### config.mk
export PLATFORM = sky130hd
export DESIGN_NAME = fetch_pc_ifid
export DESIGN_NICKNAME = d
export VERILOG_FILES = /design/src/rtl/fetch_pc_ifid.sv
export SDC_FILE = /design/constraint.sdc
export NUM_CORES = 1
export LEC_CHECK = 0
export BUFFER_PORTS_ARGS = -buffer_cell sky130_fd_sc_hd__clkbuf_2
export CORE_UTILIZATION = 54
export DETAILED_ROUTE_END_ITERATION = 8
export PLACE_DENSITY = 0.89
export SLEW_MARGIN = 20
export SYNTH_ARGS = -nofsm -noshare
export SYNTH_HDL_FRONTEND = slang
export SYNTH_SLANG_ARGS = --single-unit
### constraint.sdc
create_clock -name clock -period 3.2 [get_ports clock]
set_input_delay 0.48 -clock clock [delete_from_list [all_inputs] [get_ports clock]]
set_output_delay 0.48 -clock clock [all_outputs]
set_load 0.03 [all_outputs]
### src/rtl/fetch_pc_ifid.sv
// MIPS fetch stage: PC, next-PC select, imem req/ready handshake and IF/ID register.
// Fetched word lands in IF/ID one cycle after imem_ready; stall freezes PC and IF/ID, redirect overrides stall.
module fetch_pc_ifid #(
    parameter logic [31:0] RESET_PC  = 32'h00000000,
    parameter logic [31:0] NOP_INSTR = 32'h00000000
) (
    input  logic        clock,
    input  logic        reset,
    input  logic [31:0] somador_pc_plus_4,
    input  logic [31:0] somador_branch_out,
    input  logic        branch_taken,
    input  logic        jump_taken,
    input  logic [31:0] jump_target,
    input  logic        stall,
    input  logic [31:0] imem_rdata,
    input  logic        imem_ready,
    output logic        imem_req,
    output logic [31:0] imem_addr,
    output logic [31:0] current_instruction_address,
    output logic [31:0] somador_pc_plus_4_if_id,
    output logic [31:0] instruction_if_id,
    output logic        valid_if_id
);

    localparam logic [1:0] ST_FETCH = 2'd0;
    localparam logic [1:0] ST_KILL  = 2'd1;
    localparam logic [1:0] ST_HOLD  = 2'd2;

    logic [1:0]  state_q,      state_d;
    logic [31:0] pc_q,         pc_d;
    logic [31:0] kill_addr_q,  kill_addr_d;
    logic [31:0] hold_buf_q,   hold_buf_d;
    logic [31:0] ifid_pc4_q,   ifid_pc4_d;
    logic [31:0] ifid_instr_q, ifid_instr_d;
    logic        ifid_vld_q,   ifid_vld_d;

    logic        redirect;
    logic [31:0] target;

    assign redirect = branch_taken | jump_taken;
    assign target   = jump_taken ? jump_target : somador_branch_out;

    assign imem_req  = !reset && ((state_q == ST_FETCH) || (state_q == ST_KILL));
    // While killing, keep presenting the orphaned address so the memory sees a stable request.
    assign imem_addr = (state_q == ST_KILL) ? kill_addr_q : pc_q;

    assign current_instruction_address = pc_q;
    assign somador_pc_plus_4_if_id     = ifid_pc4_q;
    assign instruction_if_id           = ifid_instr_q;
    assign valid_if_id                 = ifid_vld_q;

    always_comb begin
        state_d      = state_q;
        pc_d         = pc_q;
        kill_addr_d  = kill_addr_q;
        hold_buf_d   = hold_buf_q;
        ifid_pc4_d   = ifid_pc4_q;
        ifid_instr_d = ifid_instr_q;
        ifid_vld_d   = ifid_vld_q;

        if (redirect) begin
            pc_d         = target;
            ifid_pc4_d   = 32'h0;
            ifid_instr_d = NOP_INSTR;
            ifid_vld_d   = 1'b0;
        end

        case (state_q)
            ST_FETCH: begin
                if (redirect) begin
                    if (!imem_ready) begin
                        kill_addr_d = pc_q;
                        state_d     = ST_KILL;
                    end
                end else if (imem_ready && !stall) begin
                    ifid_pc4_d   = somador_pc_plus_4;
                    ifid_instr_d = imem_rdata;
                    ifid_vld_d   = 1'b1;
                    pc_d         = somador_pc_plus_4;
                end else if (imem_ready) begin
                    hold_buf_d = imem_rdata;
                    state_d    = ST_HOLD;
                end else if (!stall) begin
                    ifid_pc4_d   = 32'h0;
                    ifid_instr_d = NOP_INSTR;
                    ifid_vld_d   = 1'b0;
                end
            end
            ST_KILL: begin
                if (!redirect && !stall) begin
                    ifid_pc4_d   = 32'h0;
                    ifid_instr_d = NOP_INSTR;
                    ifid_vld_d   = 1'b0;
                end
                if (imem_ready) begin
                    state_d = ST_FETCH;
                end
            end
            ST_HOLD: begin
                if (redirect) begin
                    hold_buf_d = 32'h0;
                    state_d    = ST_FETCH;
                end else if (!stall) begin
                    ifid_pc4_d   = somador_pc_plus_4;
                    ifid_instr_d = hold_buf_q;
                    ifid_vld_d   = 1'b1;
                    pc_d         = somador_pc_plus_4;
                    state_d      = ST_FETCH;
                end
            end
            default: begin
                state_d = ST_FETCH;
            end
        endcase
    end

    always_ff @(posedge clock) begin
        if (reset) begin
            state_q      <= ST_FETCH;
            pc_q         <= RESET_PC;
            kill_addr_q  <= 32'h0;
            hold_buf_q   <= 32'h0;
            ifid_pc4_q   <= 32'h0;
            ifid_instr_q <= NOP_INSTR;
            ifid_vld_q   <= 1'b0;
        end else begin
            state_q      <= state_d;
            pc_q         <= pc_d;
            kill_addr_q  <= kill_addr_d;
            hold_buf_q   <= hold_buf_d;
            ifid_pc4_q   <= ifid_pc4_d;
            ifid_instr_q <= ifid_instr_d;
            ifid_vld_q   <= ifid_vld_d;
        end
    end

    a_addr_stable: assert property (@(posedge clock) disable iff (reset)
        (imem_req && !imem_ready) |=> (imem_addr == $past(imem_addr)));

    a_state_legal: assert property (@(posedge clock) disable iff (reset)
        (state_q != 2'd3));

endmodule

==> impl_metrics.yaml <==
placement:
  place_ws_ps: 867
  portBuffers: 263
  dp_hpwl_mm: 15.1
  place.gp.congestion: 0.870
final_layout:
  areaGrowthSynthToFinish_pct: 26.0
  layout.nets: 1195
  final_cell_mix: "clkbuf_2, nand3_1, dfxtp_1, o21ai_0, a31oi_1"
  fill_cells: 1025
  drive_above_1_share_pct: 32.3
  final_common_cell: "clkbuf_2"
  antenna_cells: 0
die:
  die_h_um: 119
  core_area_um2: 13300
  row_count: 42
  start_util_pct: 55.6
  io_pins: 264
  die-area_um2: 14200
  die_x_um: 119
sta:
  rsz0062_at_grt: "no"
  setup_viol: 0
  fin_hold_ws_ps: 298
  hold_viol: 0
  max_slew_margin_pct: 34.5
  setup_tns_ps: 0
  drv_slew: 0
  finalCriticalPeriod_ps: 2600
  worst_pin_slew_ps: 983
  fin_ws_ps: 597
  fmax_mhz: 384
  finalCritPeriodShare_pct: 81.3
  skew_ps: 6.98
power_and_ir_drop:
  peakVddDrop_mv: 0.356
  powerDensity_nw_per_um2: 543
  seq_power_share_pct: 42.7
  switching_power_mw: 1.37
  combPwrFrac_pct: 15.3
  p_int_mw: 3.71
  power_mw: 5.08
  pwr-share-clk_pct: 42.1
  p_leak_nw: 3.93
  p_sw_share_pct: 27.0
critical_path:
  crit_required_ps: 2720
  setup.worst_path.class: "reg -> out"
  cp_cell_sequence: "nand2b_1, buf_4, mux2_1, clkbuf_2"
  crit_path_max_incr_delay_ps: 710
  cp_max_fo: 32
  crit_path_top_delay_cell: "dfxtp_1"
  start_kind: "register"
  endpoint_kind: "output port"
  arrival_ps: 2120
routing:
  vias_per_cell: 6.40
  num_vias: 7980
  drc: 0
  ant_nets: 0
  route.met3.wl_mm: 2.43
  wl_met2_mm: 11.5
  drt_first_pass_iters: 6
  routedLengthMet1_mm: 9.42
  wl_mm: 24.3
  drtIter0Drc: 1062
  wl_per_cell_um: 19.5
  top_layer: "met4"
yosys:
  synth-main-ff-cell: "dfxtp_1"
  syn-num-nets: 998
  ys_ff_latch: 163
  synth_edf_count: 0
  avgSynthCellArea_um2: 8.59
  yosysSeqAreaShare_pct: 44.0
  yosys_warnings: 0
  async_reset_ff_share_pct: 0
  synth.distinct_cells: 37
  mappedNetlistArea_um2: 7420
  netlist_instances: 864
clocking:
  cts_made_buffers: 17
  cts_setup_buffers: 0
  cts.clk_slew.worst_paths_ps: 60
  post_cts_resized: 0
  numClockSinks: 163
  htree_levels: 4
  clockRootBuffer: "clkbuf_16"
  insertion_delay_ps: 430
  cts_hold_buf: 0
  cts_max_path_buffers: 2
  cts_tree: "built"
grt:
  track_usage_pct: 33.4
  grt_max_degree: 142
  grt_pass1_wl_mm: 37.3
  antenna_found_initial: 0
  grt_pass1_vias: 7120
  overflow: 0
worst_hold_path:
  hold_class: "in -> reg"
outcome:
  status: "finished clean"
job:
  maxCapViolations: 0
cell type report:
class | instances | area (um^2) | area share (%)
clock buffer | 24 | 482 | 5.15
timing repair buffer | 284 | 1490 | 15.9
tap | 176 | 220 | 2.36
sequential | 163 | 3260 | 34.9
clock inverter | 5 | 125 | 1.34
inverter | 3 | 11.3 | 0.120
multi-input combinational | 592 | 3760 | 40.2
critical path, delay by kind of cell (launching register included):
family,cells,cell delay (ps)
DFF,1,710
and+or+nand+nor,1,100
muxes,1,370
buffers and inverters,2,510
state kept, by name, indices dropped and copies added (netlist names):
name	flops
somador_pc_plus_4_if_id	32
kill_addr_q	32
current_instruction_address	32
valid_if_id	1
instruction_if_id	32
hold_buf_q	32
state_q	2
final timing paths:
check / start / to / slack [ps] / cells after the start
max: state_q[0]$_SDFFE_PP0P_ / imem_addr[7] / 600 / 4
min: somador_pc_plus_4[2] / somador_pc_plus_4_if_id[2]$_SDFF_PP0_ / 300 / 2
max reg2reg: state_q[0]$_SDFFE_PP0P_ / hold_buf_q[17]$_SDFFE_PP0P_ / 860 / 4
min reg2reg: hold_buf_q[25]$_SDFFE_PP0P_ / hold_buf_q[25]$_SDFFE_PP0P_ / 460 / 2
metal layers:
layer | vias to the layer above | track usage, %
met5 | - | 0
met2 | 526 | 53.9
li1 | 3645 | -
met3 | 74 | 9.34
met1 | 3735 | 40.8
met4 | 0 | 16.4
stage by stage:
step / cells / util, % / cell area [um^2]
2_1_floorplan: 864 / - / 7420
3_3_place_gp: 1218 / 65.5 / 8740
3_5_place_dp: 1218 / 65.5 / 8740
4_1_cts: 1247 / 70.0 / 9350
5_1_grt: 1247 / 70.0 / 9350
6_report: 1247 / 70.0 / 9350
Yosys cell counts (all sizes together), types with 2 or more instances:
| cell type | number | share of area, % |
|---|---|---|
| dfxtp | 163 | 44 |
| nand2 | 33 | 1.7 |
| a31oi | 63 | 5.3 |
| o211ai | 11 | 1.1 |
| nor3 | 5 | 0.34 |
| or3 | 2 | 0.17 |
| buf | 14 | 1.1 |
| a211oi | 12 | 1.2 |
| o21ai | 79 | 5.3 |
| o221ai | 32 | 3.8 |
| nand3 | 190 | 13 |
| or3b | 2 | 0.24 |
| inv | 2 | 0.10 |
| nor2 | 4 | 0.20 |
| a22o | 21 | 2.5 |
| or2 | 3 | 0.25 |
| clkbuf | 92 | 4.7 |
| mux2 | 32 | 4.9 |
| nand2b | 4 | 0.34 |
| mux2i | 32 | 4.3 |
| nor4bb | 11 | 1.5 |
| a21oi | 46 | 3.1 |
power groups by stage:
stage | registers, mW | clock network, mW | logic (mW)
2_1_floorplan | 2.27 | 0 | 0.410
3_3_place_gp | 2.20 | 0 | 0.747
3_5_place_dp | 2.21 | 0 | 0.757
4_1_cts | 2.16 | 2.14 | 0.765
5_1_grt | 2.17 | 2.23 | 0.821
6_report | 2.17 | 2.14 | 0.775
cells by family after synthesis:
family / Yosys count / share of synthesized area (%)
AOI/OAI and AO/OA: 268 / 22.8
and+or+nand+nor: 260 / 18.2
DFF: 163 / 44.0
buffers and inverters: 109 / 5.88
muxes: 64 / 9.17
Power figures use the tool's default switching activity.
